--- src/rtl/accelerator_package.sv ---
// Shared types for the Z tile store scheduler: pass parameters,
// streamer control bundle and scheduler FSM states.
package accelerator_package;

    localparam int unsigned ZT_ADDR_WIDTH = 32;
    localparam int unsigned ZT_CNT_WIDTH  = 16;

    typedef struct packed {
        logic [ZT_ADDR_WIDTH-1:0] base_address;
        logic [ZT_CNT_WIDTH-1:0]  x_rows;
        logic [ZT_CNT_WIDTH-1:0]  y_columns;
        logic [ZT_ADDR_WIDTH-1:0] row_stride;
    } Z_tile_param_t;

    typedef struct packed {
        logic                     req_start;
        logic [ZT_ADDR_WIDTH-1:0] base_addr;
        logic [ZT_ADDR_WIDTH-1:0] tot_len;
        logic [ZT_ADDR_WIDTH-1:0] d0_len;
        logic [ZT_ADDR_WIDTH-1:0] d0_stride;
        logic [ZT_ADDR_WIDTH-1:0] d1_len;
        logic [ZT_ADDR_WIDTH-1:0] d1_stride;
        logic [ZT_ADDR_WIDTH-1:0] d2_stride;
        logic [ZT_ADDR_WIDTH-1:0] d3_stride;
        logic [3:0]               dim_enable_1h;
    } hci_streamer_ctrl_t;

    typedef enum logic [1:0] {
        ZT_IDLE,
        ZT_ISSUE,
        ZT_WAIT,
        ZT_DONE
    } z_tile_state_e;

endpackage

--- src/rtl/z_tile_counter.sv ---
// 2-D tile walker: (row, col) block indices, address offset accumulators,
// remaining-element counters for edge trimming and last-tile detection.
module z_tile_counter
    import accelerator_package::*;
#(
    parameter int unsigned DATA_SIZE    = 32,
    parameter int unsigned Y_BLOCK_SIZE = 4,
    parameter int unsigned X_BLOCK_SIZE = 2,
    parameter int unsigned ADDR_WIDTH   = ZT_ADDR_WIDTH,
    parameter int unsigned CNT_WIDTH    = ZT_CNT_WIDTH,
    localparam int unsigned CW = $clog2(Y_BLOCK_SIZE) + 1,
    localparam int unsigned RW = $clog2(X_BLOCK_SIZE) + 1
) (
    input  logic                  clk_i,
    input  logic                  rst_ni,
    input  logic                  clear_i,
    input  logic                  load_i,
    input  logic                  step_i,
    input  logic [CNT_WIDTH-1:0]  x_rows_i,
    input  logic [CNT_WIDTH-1:0]  y_columns_i,
    input  logic [ADDR_WIDTH-1:0] row_stride_i,
    output logic [CNT_WIDTH-1:0]  row_idx_o,
    output logic [CNT_WIDTH-1:0]  col_idx_o,
    output logic [ADDR_WIDTH-1:0] offset_o,
    output logic [CW-1:0]         cols_o,
    output logic [RW-1:0]         rows_o,
    output logic                  last_o
);

    localparam int unsigned XSH = $clog2(X_BLOCK_SIZE);
    localparam int unsigned YSH = $clog2(Y_BLOCK_SIZE) + $clog2(DATA_SIZE / 8);
    localparam logic [CNT_WIDTH-1:0]  Y_BLK    = CNT_WIDTH'(Y_BLOCK_SIZE);
    localparam logic [CNT_WIDTH-1:0]  X_BLK    = CNT_WIDTH'(X_BLOCK_SIZE);
    localparam logic [ADDR_WIDTH-1:0] COL_STEP = ADDR_WIDTH'(1) << YSH;

    logic [CNT_WIDTH-1:0]  r_row_idx;
    logic [CNT_WIDTH-1:0]  r_col_idx;
    logic [CNT_WIDTH-1:0]  r_row_rem;
    logic [CNT_WIDTH-1:0]  r_col_rem;
    logic [CNT_WIDTH-1:0]  r_y_cols;
    logic [ADDR_WIDTH-1:0] r_row_step;
    logic [ADDR_WIDTH-1:0] r_row_base;
    logic [ADDR_WIDTH-1:0] r_col_off;

    logic w_last_col;
    logic w_last_row;

    assign w_last_col = (r_col_rem <= Y_BLK);
    assign w_last_row = (r_row_rem <= X_BLK);

    // Remaining counts hold the untrimmed distance to the matrix edge
    always_ff @(posedge clk_i) begin
        if (!rst_ni || clear_i) begin
            r_row_idx  <= '0;
            r_col_idx  <= '0;
            r_row_rem  <= '0;
            r_col_rem  <= '0;
            r_y_cols   <= '0;
            r_row_step <= '0;
            r_row_base <= '0;
            r_col_off  <= '0;
        end else if (load_i) begin
            r_row_idx  <= '0;
            r_col_idx  <= '0;
            r_row_rem  <= x_rows_i;
            r_col_rem  <= y_columns_i;
            r_y_cols   <= y_columns_i;
            r_row_step <= row_stride_i << XSH;
            r_row_base <= '0;
            r_col_off  <= '0;
        end else if (step_i) begin
            if (w_last_col) begin
                r_col_idx  <= '0;
                r_col_rem  <= r_y_cols;
                r_col_off  <= '0;
                r_row_idx  <= r_row_idx + 1'b1;
                r_row_rem  <= r_row_rem - X_BLK;
                r_row_base <= r_row_base + r_row_step;
            end else begin
                r_col_idx  <= r_col_idx + 1'b1;
                r_col_rem  <= r_col_rem - Y_BLK;
                r_col_off  <= r_col_off + COL_STEP;
            end
        end
    end

    assign row_idx_o = r_row_idx;
    assign col_idx_o = r_col_idx;
    assign offset_o  = r_row_base + r_col_off;
    assign cols_o    = w_last_col ? r_col_rem[CW-1:0] : Y_BLK[CW-1:0];
    assign rows_o    = w_last_row ? r_row_rem[RW-1:0] : X_BLK[RW-1:0];
    assign last_o    = w_last_row & w_last_col;

endmodule

--- src/rtl/z_tile_store_scheduler.sv ---
// Issues one Z store streamer configuration per 2-D tile of the output
// matrix, column blocks inner and row blocks outer, with run/done control.
module z_tile_store_scheduler
    import accelerator_package::*;
#(
    parameter int unsigned DATA_SIZE    = 32,
    parameter int unsigned Y_BLOCK_SIZE = 4,
    parameter int unsigned X_BLOCK_SIZE = 2,
    parameter int unsigned ADDR_WIDTH   = ZT_ADDR_WIDTH,
    parameter int unsigned CNT_WIDTH    = ZT_CNT_WIDTH
) (
    input  logic                 clk_i,
    input  logic                 rst_ni,
    input  logic                 clear_i,
    input  logic                 start_i,
    input  Z_tile_param_t        params_i,
    input  logic                 sched_proceed_i,
    output logic                 config_valid_o,
    input  logic                 config_ready_i,
    output hci_streamer_ctrl_t   config_o,
    output logic [CNT_WIDTH-1:0] tile_row_o,
    output logic [CNT_WIDTH-1:0] tile_col_o,
    output logic                 last_tile_o,
    output logic                 busy_o,
    output logic                 done_o
);

    localparam int unsigned CW = $clog2(Y_BLOCK_SIZE) + 1;
    localparam int unsigned RW = $clog2(X_BLOCK_SIZE) + 1;

    z_tile_state_e r_state;
    z_tile_state_e w_state_next;

    logic [ADDR_WIDTH-1:0] r_base;
    logic [ADDR_WIDTH-1:0] r_stride;

    logic                  w_empty;
    logic                  w_accept;
    logic                  w_load;
    logic                  w_step;
    logic [CNT_WIDTH-1:0]  w_row_idx;
    logic [CNT_WIDTH-1:0]  w_col_idx;
    logic [ADDR_WIDTH-1:0] w_offset;
    logic [CW-1:0]         w_cols;
    logic [RW-1:0]         w_rows;
    logic [CW+RW-1:0]      w_tot;
    logic                  w_last;
    logic                  w_active;

    assign w_empty  = (params_i.x_rows == '0) || (params_i.y_columns == '0);
    assign w_accept = (r_state == ZT_IDLE) && start_i && !clear_i;
    assign w_load   = w_accept && !w_empty;
    assign w_step   = (r_state == ZT_WAIT) && sched_proceed_i && !w_last;

    always_ff @(posedge clk_i) begin
        if (!rst_ni) begin
            r_state <= ZT_IDLE;
        end else begin
            r_state <= w_state_next;
        end
    end

    always_comb begin
        w_state_next = r_state;
        unique case (r_state)
            ZT_IDLE: begin
                if (start_i) w_state_next = w_empty ? ZT_DONE : ZT_ISSUE;
            end
            ZT_ISSUE: begin
                if (config_ready_i) w_state_next = ZT_WAIT;
            end
            ZT_WAIT: begin
                if (sched_proceed_i) w_state_next = w_last ? ZT_DONE : ZT_ISSUE;
            end
            ZT_DONE: w_state_next = ZT_IDLE;
            default: w_state_next = ZT_IDLE;
        endcase
        if (clear_i) w_state_next = ZT_IDLE;
    end

    always_ff @(posedge clk_i) begin
        if (!rst_ni) begin
            r_base   <= '0;
            r_stride <= '0;
        end else if (w_accept) begin
            r_base   <= params_i.base_address;
            r_stride <= params_i.row_stride;
        end
    end

    z_tile_counter #(
        .DATA_SIZE    (DATA_SIZE),
        .Y_BLOCK_SIZE (Y_BLOCK_SIZE),
        .X_BLOCK_SIZE (X_BLOCK_SIZE),
        .ADDR_WIDTH   (ADDR_WIDTH),
        .CNT_WIDTH    (CNT_WIDTH)
    ) u_counter (
        .clk_i        (clk_i),
        .rst_ni       (rst_ni),
        .clear_i      (clear_i),
        .load_i       (w_load),
        .step_i       (w_step),
        .x_rows_i     (params_i.x_rows),
        .y_columns_i  (params_i.y_columns),
        .row_stride_i (params_i.row_stride),
        .row_idx_o    (w_row_idx),
        .col_idx_o    (w_col_idx),
        .offset_o     (w_offset),
        .cols_o       (w_cols),
        .rows_o       (w_rows),
        .last_o       (w_last)
    );

    // Edge tiles are at most Y x X, so this product stays narrow
    assign w_tot    = {{RW{1'b0}}, w_cols} * {{CW{1'b0}}, w_rows};
    assign w_active = (r_state == ZT_ISSUE) || (r_state == ZT_WAIT);

    always_comb begin
        config_o       = '0;
        config_valid_o = (r_state == ZT_ISSUE);
        busy_o         = (r_state != ZT_IDLE);
        done_o         = (r_state == ZT_DONE);
        tile_row_o     = '0;
        tile_col_o     = '0;
        last_tile_o    = 1'b0;
        if (w_active) begin
            config_o.req_start     = 1'b1;
            config_o.base_addr     = r_base + w_offset;
            config_o.tot_len       = ZT_ADDR_WIDTH'(w_tot);
            config_o.d0_len        = ZT_ADDR_WIDTH'(w_cols);
            config_o.d0_stride     = ZT_ADDR_WIDTH'(DATA_SIZE / 8);
            config_o.d1_len        = ZT_ADDR_WIDTH'(w_rows);
            config_o.d1_stride     = r_stride;
            config_o.dim_enable_1h = (w_rows > RW'(1)) ? 4'b0001 : 4'b0000;
            tile_row_o             = w_row_idx;
            tile_col_o             = w_col_idx;
            last_tile_o            = w_last;
        end
    end

endmodule

--- config.mk ---
export PLATFORM = sky130hd
export DESIGN_NAME = z_tile_store_scheduler
export DESIGN_NICKNAME = d
export VERILOG_FILES = /design/src/rtl/accelerator_package.sv /design/src/rtl/z_tile_counter.sv /design/src/rtl/z_tile_store_scheduler.sv
export SDC_FILE = /design/constraint.sdc
export NUM_CORES = 1
export LEC_CHECK = 0
export BUFFER_PORTS_ARGS = -buffer_cell sky130_fd_sc_hd__buf_4
export CORE_MARGIN = 2
export CORE_UTILIZATION = 34
export DETAILED_ROUTE_END_ITERATION = 8
export SYNTH_ARGS = -nofsm -noshare
export SYNTH_HDL_FRONTEND = slang
export SYNTH_SLANG_ARGS = --single-unit
--- constraint.sdc ---
create_clock -name clk_i -period 11.83 [get_ports clk_i]
set_input_delay 2.366 -clock clk_i [delete_from_list [all_inputs] [get_ports clk_i]]
set_output_delay 2.366 -clock clk_i [all_outputs]
set_load 0.01 [all_outputs]
==> impl_metrics.yaml <==
drt:
  drcViolationCount: 0
  firstDrtPassIters: 6
  drtIter0Drc: 850
  via_count: 12900
  ant_nets: 0
  wl_per_cell_um: 15.3
  finalWirelength_um: 41500
  viasPerCell: 4.77
synth:
  synthArstFlopShare: 0
  synth-edff-count: 0
  ys_warn_count: 0
  netlist_area_mm2: 0.0153
  synth-seq-cells: 236
  postSynthCellCount: 1924
  synth_cell_types: 69
  yosys_most_used_dff: "dfxtp_1"
  yosysSeqAreaShare: 0.310
  syn_avg_cell_area_um2: 7.93
layout:
  drive_gt1_frac: 0.138
  area_growth_pct: 15.7
  fillers: 4567
  ff_latch_area_mm2: 0.00472
  nets: 2305
  multi_input_area_mm2: 0.00937
  final_util: 0.399
  layoutNonFillerInstCount: 2713
  final_cell_mix: "nand2_1, dfxtp_1, buf_4"
  mostFrequentLayoutCell: "nand2_1"
critical_path:
  critPathMaxStageDelay_ns: 0.63
  cp_max_fo: 5
  critPathLaunch: "u_counter.r_col_off[5]"
  worstRegToRegCells: 7
  cp_cell_sequence: "fa_1 > ha_1 > a21o_1 > a21oi_1 > nand4_1 > a221oi_1 > o21ai_1 > a31oi_1 > o21ai_0 > xnor2_1 > and2_1 > buf_4"
  r2r_start: "u_counter.r_col_rem[8]"
  worst_path_max_delay_cell: "a221oi_1"
  arrival_ns: 4.61
  cp-end-kind: "output port"
  critical_path_class: "reg -> out"
  startpoint_type: "register"
  cp.required_ns: 9.46
place:
  place_inst: 2658
  gp_congestion: 0.834
  place_hpwl_um: 30800
  portBuffers: 214
power:
  powerDensity_mw_per_mm2: 109
  ir_worst_vdd_uv: 85.1
  p_leak_nw: 7.63
  total_power_mw: 1.93
die:
  die-area_mm2: 0.0466
  start_util: 0.345
  design.portCount: 399
  core_mm2: 0.0442
  rows: 77
  die_w_um: 216
  die_height_um: 216
global_routing:
  grtUsageTotal: 0.171
  grt_pass1_wl_um: 65100
  overflow: 0
  antenna_found_initial: 2
  grt_max_degree: 92
  grt_pass1_vias: 12100
sta:
  maxSlewHeadroom: 0.380
  finalCriticalPeriod_ns: 6.98
  clock_skew_ns: 0.0164
  worstMarginPinSlew_ns: 0.930
  slew_viol_final: 0
  fmax_ghz: 0.143
  fin_crit_sh: 0.590
  rsz0062_at_grt: "no"
  setup_viol: 0
  hold_ws_ns: 0.454
  fin_setup_tns_ns: 0
  hold_viol: 0
clock_tree:
  tritoncts: "built"
  cts_resized: 0
  post_cts_buffers: 0
  htreeDepth: 1
  clock-root-buffer: "clkbuf_16"
  path_clk_slew_ns: 0.06
  worstSkewPairLatency_ns: 0.57
  clock_sinks: 236
  clock_path_buffers: 3
  numCtsBuffers: 29
  holdBufCountCts: 0
worst_hold_path:
  min_from: "u_counter.r_y_cols[6]"
  hold_path_class: "reg -> reg"
  whs_path_depth: 2
status:
  status: "complete, no violations"
flow_run:
  cap_violations: 0
-- per-stage QoR --
step           cell area [um2]  worst slack, ns
2_1_floorplan            15900             6.31
3_3_place_gp             16700             5.49
3_5_place_dp             16700             5.48
4_1_cts                  17600             4.86
5_1_grt                  17600             4.60
6_report                 17700             4.85
-- worst paths after layout --
kind	endpoint	slack (ns)
max	config_o[259]	4.85
min	u_counter.r_y_cols[6]	0.45
max reg2reg	u_counter.r_row_rem[5]	8.49
min reg2reg	u_counter.r_y_cols[6]	0.45
-- synthesized netlist by cell type (30+ instances only) --
library cell / count / area [um2]
nand3_1: 39 / 195
and2_1: 94 / 588
a21oi_1: 158 / 791
inv_1: 35 / 131
nor2_1: 125 / 469
buf_4: 187 / 1400
ha_1: 76 / 951
o21ai_0: 68 / 340
xnor2_1: 61 / 534
nand2_1: 340 / 1280
clkbuf_1: 70 / 263
xor2_1: 49 / 429
fa_1: 30 / 601
a21boi_0: 68 / 510
dfxtp_1: 236 / 4720
-- power by group --
part,internal (mW),switching (mW),total (mW)
Sequential,0.812,0.0130,0.825
Combinational,0.0714,0.138,0.209
Clock,0.536,0.356,0.892
-- metal layers --
| metal | share of wire | vias up | global-route usage |
|---|---|---|---|
| met5 | 0 | - | 0 |
| met4 | 0.020 | 0 | 0.0478 |
| met2 | 0.44 | 364 | 0.270 |
| met1 | 0.49 | 6029 | 0.242 |
| li1 | - | 6499 | - |
| met3 | 0.052 | 50 | 0.0252 |
-- sequential cells by signal, indices dropped and copies added (netlist names), 28 cells and up --
| name | count |
|---|---|
| r_base | 32 |
| r_stride | 32 |
| u_counter.r_col_off | 28 |
| u_counter.r_row_base | 31 |
| u_counter.r_row_step | 31 |
-- area by class of cell --
class                   instances  share of cell area
clock buffers                  41              0.0476
diodes                          4            0.000567
inverters                      35             0.00744
flip-flops and latches        236               0.268
multi-input cells            1566               0.531
repair buffers                229              0.0974
well taps                     592              0.0420
clock inverters                10             0.00666
-- cells by family (layout without fill, tap and decap cells) --
group                    count (synthesis)  in the layout  synth area share
AND/OR/NAND/NOR                        754            754             0.234
AO/OA/AOI/OAI                          406            406             0.166
buffers and inverters                  306            315             0.123
flip-flops                             236            236             0.310
XOR/XNOR                               110            110            0.0632
adder cells (fa/ha/maj)                106            106             0.102
multiplexers                             5              5           0.00328
other                                    1            189          0.000246
-- critical path, delay by kind of cell (launching register included) --
kind	cells	cell delay (ns)
fa+ha+maj	2	0.84
flops	1	0.42
xor+xnor	1	0.20
compound gates	6	2.11
simple gates	2	0.33
buf+inv	1	0.15
Power figures use the tool's default switching activity.
